==> src/rtl/jk_pkg.sv <==
// Shared types for the JK pattern driver:
// FSM states and J/K excitation pair encodings.
package jk_pkg;

    typedef enum logic [1:0] {
        IDLE,
        DRIVE,
        CHECK
    } state_t;

    // {J,K} pairs
    localparam logic [1:0] HOLD = 2'b00;
    localparam logic [1:0] RST  = 2'b01;
    localparam logic [1:0] SET  = 2'b10;
    localparam logic [1:0] TOG  = 2'b11;

endpackage

==> src/rtl/jk_pattern_driver_if.sv <==
// Target command handshake between the command
// source (master) and the pattern driver (slave).
interface jk_pattern_driver_if #(
    parameter int WIDTH = 4
);

    logic             tgt_valid;
    logic [WIDTH-1:0] tgt_data;
    logic             tgt_ready;

    modport master (
        output tgt_valid,
        output tgt_data,
        input  tgt_ready
    );

    modport slave (
        input  tgt_valid,
        input  tgt_data,
        output tgt_ready
    );

endinterface

==> src/rtl/jk_excite.sv <==
// Inverse JK table: turns current Q and desired
// next Q into the J/K pair that produces it.
module jk_excite
    import jk_pkg::*;
#(
    parameter int WIDTH     = 4,
    parameter bit TOGGLE_EN = 1'b1
) (
    input  logic [WIDTH-1:0] q,
    input  logic [WIDTH-1:0] t,
    output logic [WIDTH-1:0] j,
    output logic [WIDTH-1:0] k
);

    always_comb begin
        j = '0;
        k = '0;
        for (int i = 0; i < WIDTH; i++) begin
            unique case (1'b1)
                (q[i] == t[i]):
                    {j[i], k[i]} = HOLD;
                (q[i] != t[i]) && TOGGLE_EN:
                    {j[i], k[i]} = TOG;
                (q[i] != t[i]) && !TOGGLE_EN && t[i]:
                    {j[i], k[i]} = SET;
                default:
                    {j[i], k[i]} = RST;
            endcase
        end
    end

endmodule

==> src/rtl/jk_pattern_driver.sv <==
// Drives an external JK bank to a target word,
// pulsing J/K for one cycle and verifying readback.
module jk_pattern_driver
    import jk_pkg::*;
#(
    parameter int WIDTH     = 4,
    parameter bit TOGGLE_EN = 1'b1,
    parameter int RETRIES   = 1
) (
    input  logic             clk,
    input  logic             rst_n,
    jk_pattern_driver_if.slave tgt,
    output logic [WIDTH-1:0] j,
    output logic [WIDTH-1:0] k,
    input  logic [WIDTH-1:0] q_in,
    output logic             busy,
    output logic             done,
    output logic             err,
    output logic [WIDTH-1:0] err_mask
);

    localparam logic [2:0] RETRY_MAX = 3'(RETRIES);

    state_t           state;
    logic [WIDTH-1:0] tgt_q;
    logic [2:0]       attempts;
    logic [WIDTH-1:0] ex_t;
    logic [WIDTH-1:0] ex_j;
    logic [WIDTH-1:0] ex_k;

    // Accept uses the fresh target, retries the latched one
    assign ex_t = (state == IDLE) ? tgt.tgt_data : tgt_q;

    assign tgt.tgt_ready = (state == IDLE);
    assign busy          = (state != IDLE);

    jk_excite #(
        .WIDTH     (WIDTH),
        .TOGGLE_EN (TOGGLE_EN)
    ) u_excite (
        .q (q_in),
        .t (ex_t),
        .j (ex_j),
        .k (ex_k)
    );

    always_ff @(posedge clk or negedge rst_n) begin
        if (!rst_n) begin
            state    <= IDLE;
            tgt_q    <= '0;
            attempts <= '0;
            j        <= '0;
            k        <= '0;
            done     <= 1'b0;
            err      <= 1'b0;
            err_mask <= '0;
        end else begin
            done <= 1'b0;
            err  <= 1'b0;
            unique case (state)
                IDLE: begin
                    if (tgt.tgt_valid) begin
                        tgt_q    <= tgt.tgt_data;
                        j        <= ex_j;
                        k        <= ex_k;
                        attempts <= '0;
                        state    <= DRIVE;
                    end
                end
                DRIVE: begin
                    j     <= '0;
                    k     <= '0;
                    state <= CHECK;
                end
                CHECK: begin
                    if (q_in == tgt_q) begin
                        done     <= 1'b1;
                        err_mask <= '0;
                        state    <= IDLE;
                    end else if (attempts < RETRY_MAX) begin
                        attempts <= attempts + 3'd1;
                        j        <= ex_j;
                        k        <= ex_k;
                        state    <= DRIVE;
                    end else begin
                        done     <= 1'b1;
                        err      <= 1'b1;
                        err_mask <= q_in ^ tgt_q;
                        state    <= IDLE;
                    end
                end
                default: state <= IDLE;
            endcase
        end
    end

endmodule

==> src/flat_wrapper.sv <==
// flat-port wrapper written by rule: the top's interface ports become plain ports
module jk_pattern_driver_flat import jk_pkg::*;
#(
    parameter int WIDTH     = 4,
    parameter bit TOGGLE_EN = 1'b1,
    parameter int RETRIES   = 1
)
  (clk, rst_n, j, k, q_in, busy, done, err, err_mask, tgt_tgt_valid, tgt_tgt_data, tgt_tgt_ready);
  jk_pattern_driver_if #(.WIDTH(WIDTH)) tgt_i ();
  input  logic clk;
  input  logic rst_n;
  output logic [WIDTH-1:0] j;
  output logic [WIDTH-1:0] k;
  input  logic [WIDTH-1:0] q_in;
  output logic busy;
  output logic done;
  output logic err;
  output logic [WIDTH-1:0] err_mask;
  input wire logic [$bits(tgt_i.tgt_valid)-1:0] tgt_tgt_valid;
  input wire logic [$bits(tgt_i.tgt_data)-1:0] tgt_tgt_data;
  output wire logic [$bits(tgt_i.tgt_ready)-1:0] tgt_tgt_ready;
  assign tgt_i.tgt_valid = tgt_tgt_valid;
  assign tgt_i.tgt_data = tgt_tgt_data;
  assign tgt_tgt_ready = tgt_i.tgt_ready;
  jk_pattern_driver #(.WIDTH(WIDTH), .TOGGLE_EN(TOGGLE_EN), .RETRIES(RETRIES)) u_core (.clk(clk), .rst_n(rst_n), .tgt(tgt_i), .j(j), .k(k), .q_in(q_in), .busy(busy), .done(done), .err(err), .err_mask(err_mask));
endmodule
==> config.mk <==
export PLATFORM = sky130hd
export DESIGN_NAME = jk_pattern_driver_flat
export DESIGN_NICKNAME = d
export VERILOG_FILES = /design/src/rtl/jk_pkg.sv /design/src/rtl/jk_pattern_driver_if.sv /design/src/rtl/jk_excite.sv /design/src/rtl/jk_pattern_driver.sv /design/src/flat_wrapper.sv
export SDC_FILE = /design/constraint.sdc
export NUM_CORES = 1
export LEC_CHECK = 0
export BUFFER_PORTS_ARGS = -buffer_cell sky130_fd_sc_hd__buf_2
export CAP_MARGIN = 20
export CORE_MARGIN = 3
export CORE_UTILIZATION = 50
export DETAILED_ROUTE_END_ITERATION = 12
export MAX_ROUTING_LAYER = met4
export PLACE_DENSITY = 0.85
export SLEW_MARGIN = 20
export SYNTH_ARGS = -nofsm -noshare
export SYNTH_HDL_FRONTEND = slang
export SYNTH_HIERARCHICAL = 1
export SYNTH_SLANG_ARGS = --single-unit
==> constraint.sdc <==
create_clock -name clk -period 3.4 [get_ports clk]
set_input_delay 0.85 -clock clk [delete_from_list [all_inputs] [get_ports clk]]
set_output_delay 0.85 -clock clk [all_outputs]
set_load 0.02 [all_outputs]
==> metrics.txt <==
path class of the lowest-slack min-delay path in -> async; register area share after synthesis 0.455; GR met3 Demand/Resource 0.0207; CP cell instances nor2_2 > buf_2; kind of critical path reg -> out; CTS clock-pin slew for the worst setup and hold paths 130 ps; dpl cells about 150; net switching fraction of the power 0.469; Die Height 56.3 um; Avg Vias per Cell about 5.8; critical path data required time 2550 ps; met2 global-route usage 0.275; most frequent cell after synthesis sky130_fd_sc_hd__dfrtp_1; post-synthesis adder-cell area fraction 0.00988; startpoint type of the worst setup path flip-flop; Initial DRC Count 49; setup repair after global routing missed its margin false; Clock Skews 14.2 ps; top cell type by total area after synthesis sky130_fd_sc_hd__dfrtp_1; largest net degree at the start of global routing 26; average footprint of a synthesized cell 11.4 um2; Final ANT Viol Nets 0; Final #Nets 143; Core ar. approximately 2300 um2; initial antenna violation count 0; number of maximum-capacitance violations 0; number of levels in the clock H-tree 1; relative contribution of combinational cells to total power 0.553; clock latency reported for the late side of the worst-skew pair 310 ps; total negative setup slack 0 ps; fin crit period 2470 ps; endpoint class of the critical path primary output; number of library cell types mapped by synthesis 28; Worst Max-Slew Pin Slew 666 ps; met1 usage 0.226; number of cells in the finished layout apart from fillers 158; CTS tree done; Internal slightly below 800 uW; Clock Power Share 0.084; max_slew headroom 0.556; run status finished, final reports clean; Post-CTS Hold Buffers 0; area share of the largest cell type after synthesis 0.455; Area contributors post-synth sky130_fd_sc_hd__dfrtp_1 (45%), sky130_fd_sc_hd__mux2_2 (7.1%), sky130_fd_sc_hd__mux2i_1 (6.3%); half-perimeter wire length after placement roughly 1.9 mm; Max Buffers Root-to-Sink 2; routability congestion estimate 0.939; cell area after technology mapping 1270 um2; FMAX 405 MHz; area added between synthesis and finish 9.68%; via count 917; reg2reg setup slack 1050 ps; TritonCTS Sinks 23; post-CTS resize count 0; IO Port Bufs 26; worst IR drop on VDD about 0.56 mV; PwrDens ~1100 nW/um2; Synth Warn # 6; Most used DFF post-synth sky130_fd_sc_hd__dfrtp_1; number of enable flip-flop cells after synthesis 0; cell at the root of the clock tree sky130_fd_sc_hd__clkbuf_4; portion of netlist area occupied by mux cells 0.182; most crowded layer after global routing met2; total global routing overflow 0; share of the cycle needed by the critical path after routing 0.726; Post-CTS Setup Bufs 0; total length of routed wires 2.47 mm; TritonCTS Buffers 3; Post-Synth Simple-Gate Area 0.0978; Top Ports 27; Worst Path Arrival 1620 ps; vias in the first global route 970; fraction of final layout cells sized beyond drive strength 1 0.346; cell at the slowest stage of the critical path sky130_fd_sc_hd__dfrtp_1; Sw Pwr 688 uW; initial cell density of the core 0.551; largest driver fanout on the critical path 25; number of optimization iterations in the first detailed-route pass 4; aggregate global-route resource usage 0.174; combinational family with the most area after synthesis multiplexers; Lkg Pwr 0.669 nW; sequential power share 0.363; Compound-Gate Fraction of Synth Area 0.142; syn_nets about 120; peak per-stage delay on the critical path approximately 650 ps; Core Rows 17; fin. max-slew vios 0; DRC violations left 0; final count of hold timing violations 0; die area 3170 um2; wire length of the first global-routing pass 4.30 mm; # diodes 0; fraction of registers with async set or reset after synthesis 1.00; Die X-Extent 56.3 um; number of storage elements in the synthesis netlist 23; Final setup viols 0; Synth Instances roughly 110; XOR/XNOR Fraction of Synth Area 0.0553; wire length per cell between 15 and 20 um
==> state kept, by name, indices dropped and copies added (netlist names) <==
signal / count
u_core/attempts: 3
u_core/done: 1
u_core/err: 1
u_core/err_mask: 4
u_core/j: 4
u_core/k: 4
u_core/state: 2
u_core/tgt_q: 4
==> through the flow <==
| step | total power [mW] | area (um2) | hold WS, ps | util | setup slack, ps |
|---|---|---|---|---|---|
| 2_1_floorplan | 1.21 | 1270 | 511 | - | 1250 |
| 3_3_place_gp | 1.31 | 1360 | 497 | 0.593 | 1020 |
| 3_5_place_dp | 1.35 | 1360 | 493 | 0.593 | 972 |
| 4_1_cts | 1.47 | 1390 | 494 | 0.605 | 928 |
| 5_1_grt | 1.59 | 1390 | 518 | 0.605 | 805 |
| 6_report | 1.47 | 1390 | 489 | 0.605 | 931 |
==> power by group through the flow <==
stage               Combinational [mW]  Sequential (mW)  Clock (mW)
floorplan                        0.648            0.562           0
global placement                 0.785            0.527           0
detailed placement               0.811            0.536           0
CTS                              0.813            0.532       0.129
global route                     0.892            0.557       0.136
finish                           0.812            0.533       0.123
==> layout by cell type, fill, tap and decap left out, types with 3 or more instances in the layout <==
master	count
sky130_fd_sc_hd__mux2_2	8
sky130_fd_sc_hd__xor2_1	8
sky130_fd_sc_hd__buf_2	26
sky130_fd_sc_hd__dfrtp_1	23
sky130_fd_sc_hd__o21ai_0	5
sky130_fd_sc_hd__clkbuf_4	3
sky130_fd_sc_hd__mux2_4	4
sky130_fd_sc_hd__nand2_1	3
sky130_fd_sc_hd__a31oi_1	8
sky130_fd_sc_hd__nor2_1	8
sky130_fd_sc_hd__o2bb2ai_1	8
sky130_fd_sc_hd__mux2i_1	8
==> cells by family (layout without fill, tap and decap cells) <==
family,Yosys count,count (layout)
buffers and inverters,12,31
AO/OA/AOI/OAI,25,25
multiplexers,20,20
AND/OR/NAND/NOR,22,22
XOR/XNOR,8,8
flip-flops,23,23
adder cells (fa/ha/maj),1,1
==> area by class of cell <==
class,instances,area [um2]
fillers,211,908
multi-input cells,76,617
flip-flops and latches,23,576
repair buffers,26,130
well taps,28,35.0
clock buffers,3,22.5
clock inverters,1,5.00
inverters,1,3.75
==> per-layer routing <==
metal,share of wire,vias up,routed length (um)
li1,-,440,-
met1,0.46,446,1150
met2,0.47,27,1170
met3,0.046,4,113
met4,0.015,0,38
met5,0,-,0
==> critical path, delay by kind of cell (launching register included) <==
kind,cells,cell delay (ps)
buffers and inverters,1,240
AND/OR/NAND/NOR,1,420
flip-flops,1,650
==> final timing paths <==
| check | startpoint | end | depth (start not counted) |
|---|---|---|---|
| max | u_core/state[1]$_DFFE_PN0N_ | tgt_tgt_ready | 2 |
| min | rst_n | u_core/err_mask[2]$_DFFE_PN0P_ | 1 |
| max reg2reg | u_core/state[1]$_DFFE_PN0N_ | u_core/j[2]$_DFFE_PN0P_ | 7 |
| min reg2reg | u_core/k[0]$_DFFE_PN0P_ | u_core/k[0]$_DFFE_PN0P_ | 1 |
| max in group asynchronous | rst_n | u_core/j[3]$_DFFE_PN0P_ | 1 |
| min in group clk | u_core/k[0]$_DFFE_PN0P_ | u_core/k[0]$_DFFE_PN0P_ | 1 |
Note: power is estimated with default switching activity, not from simulation.
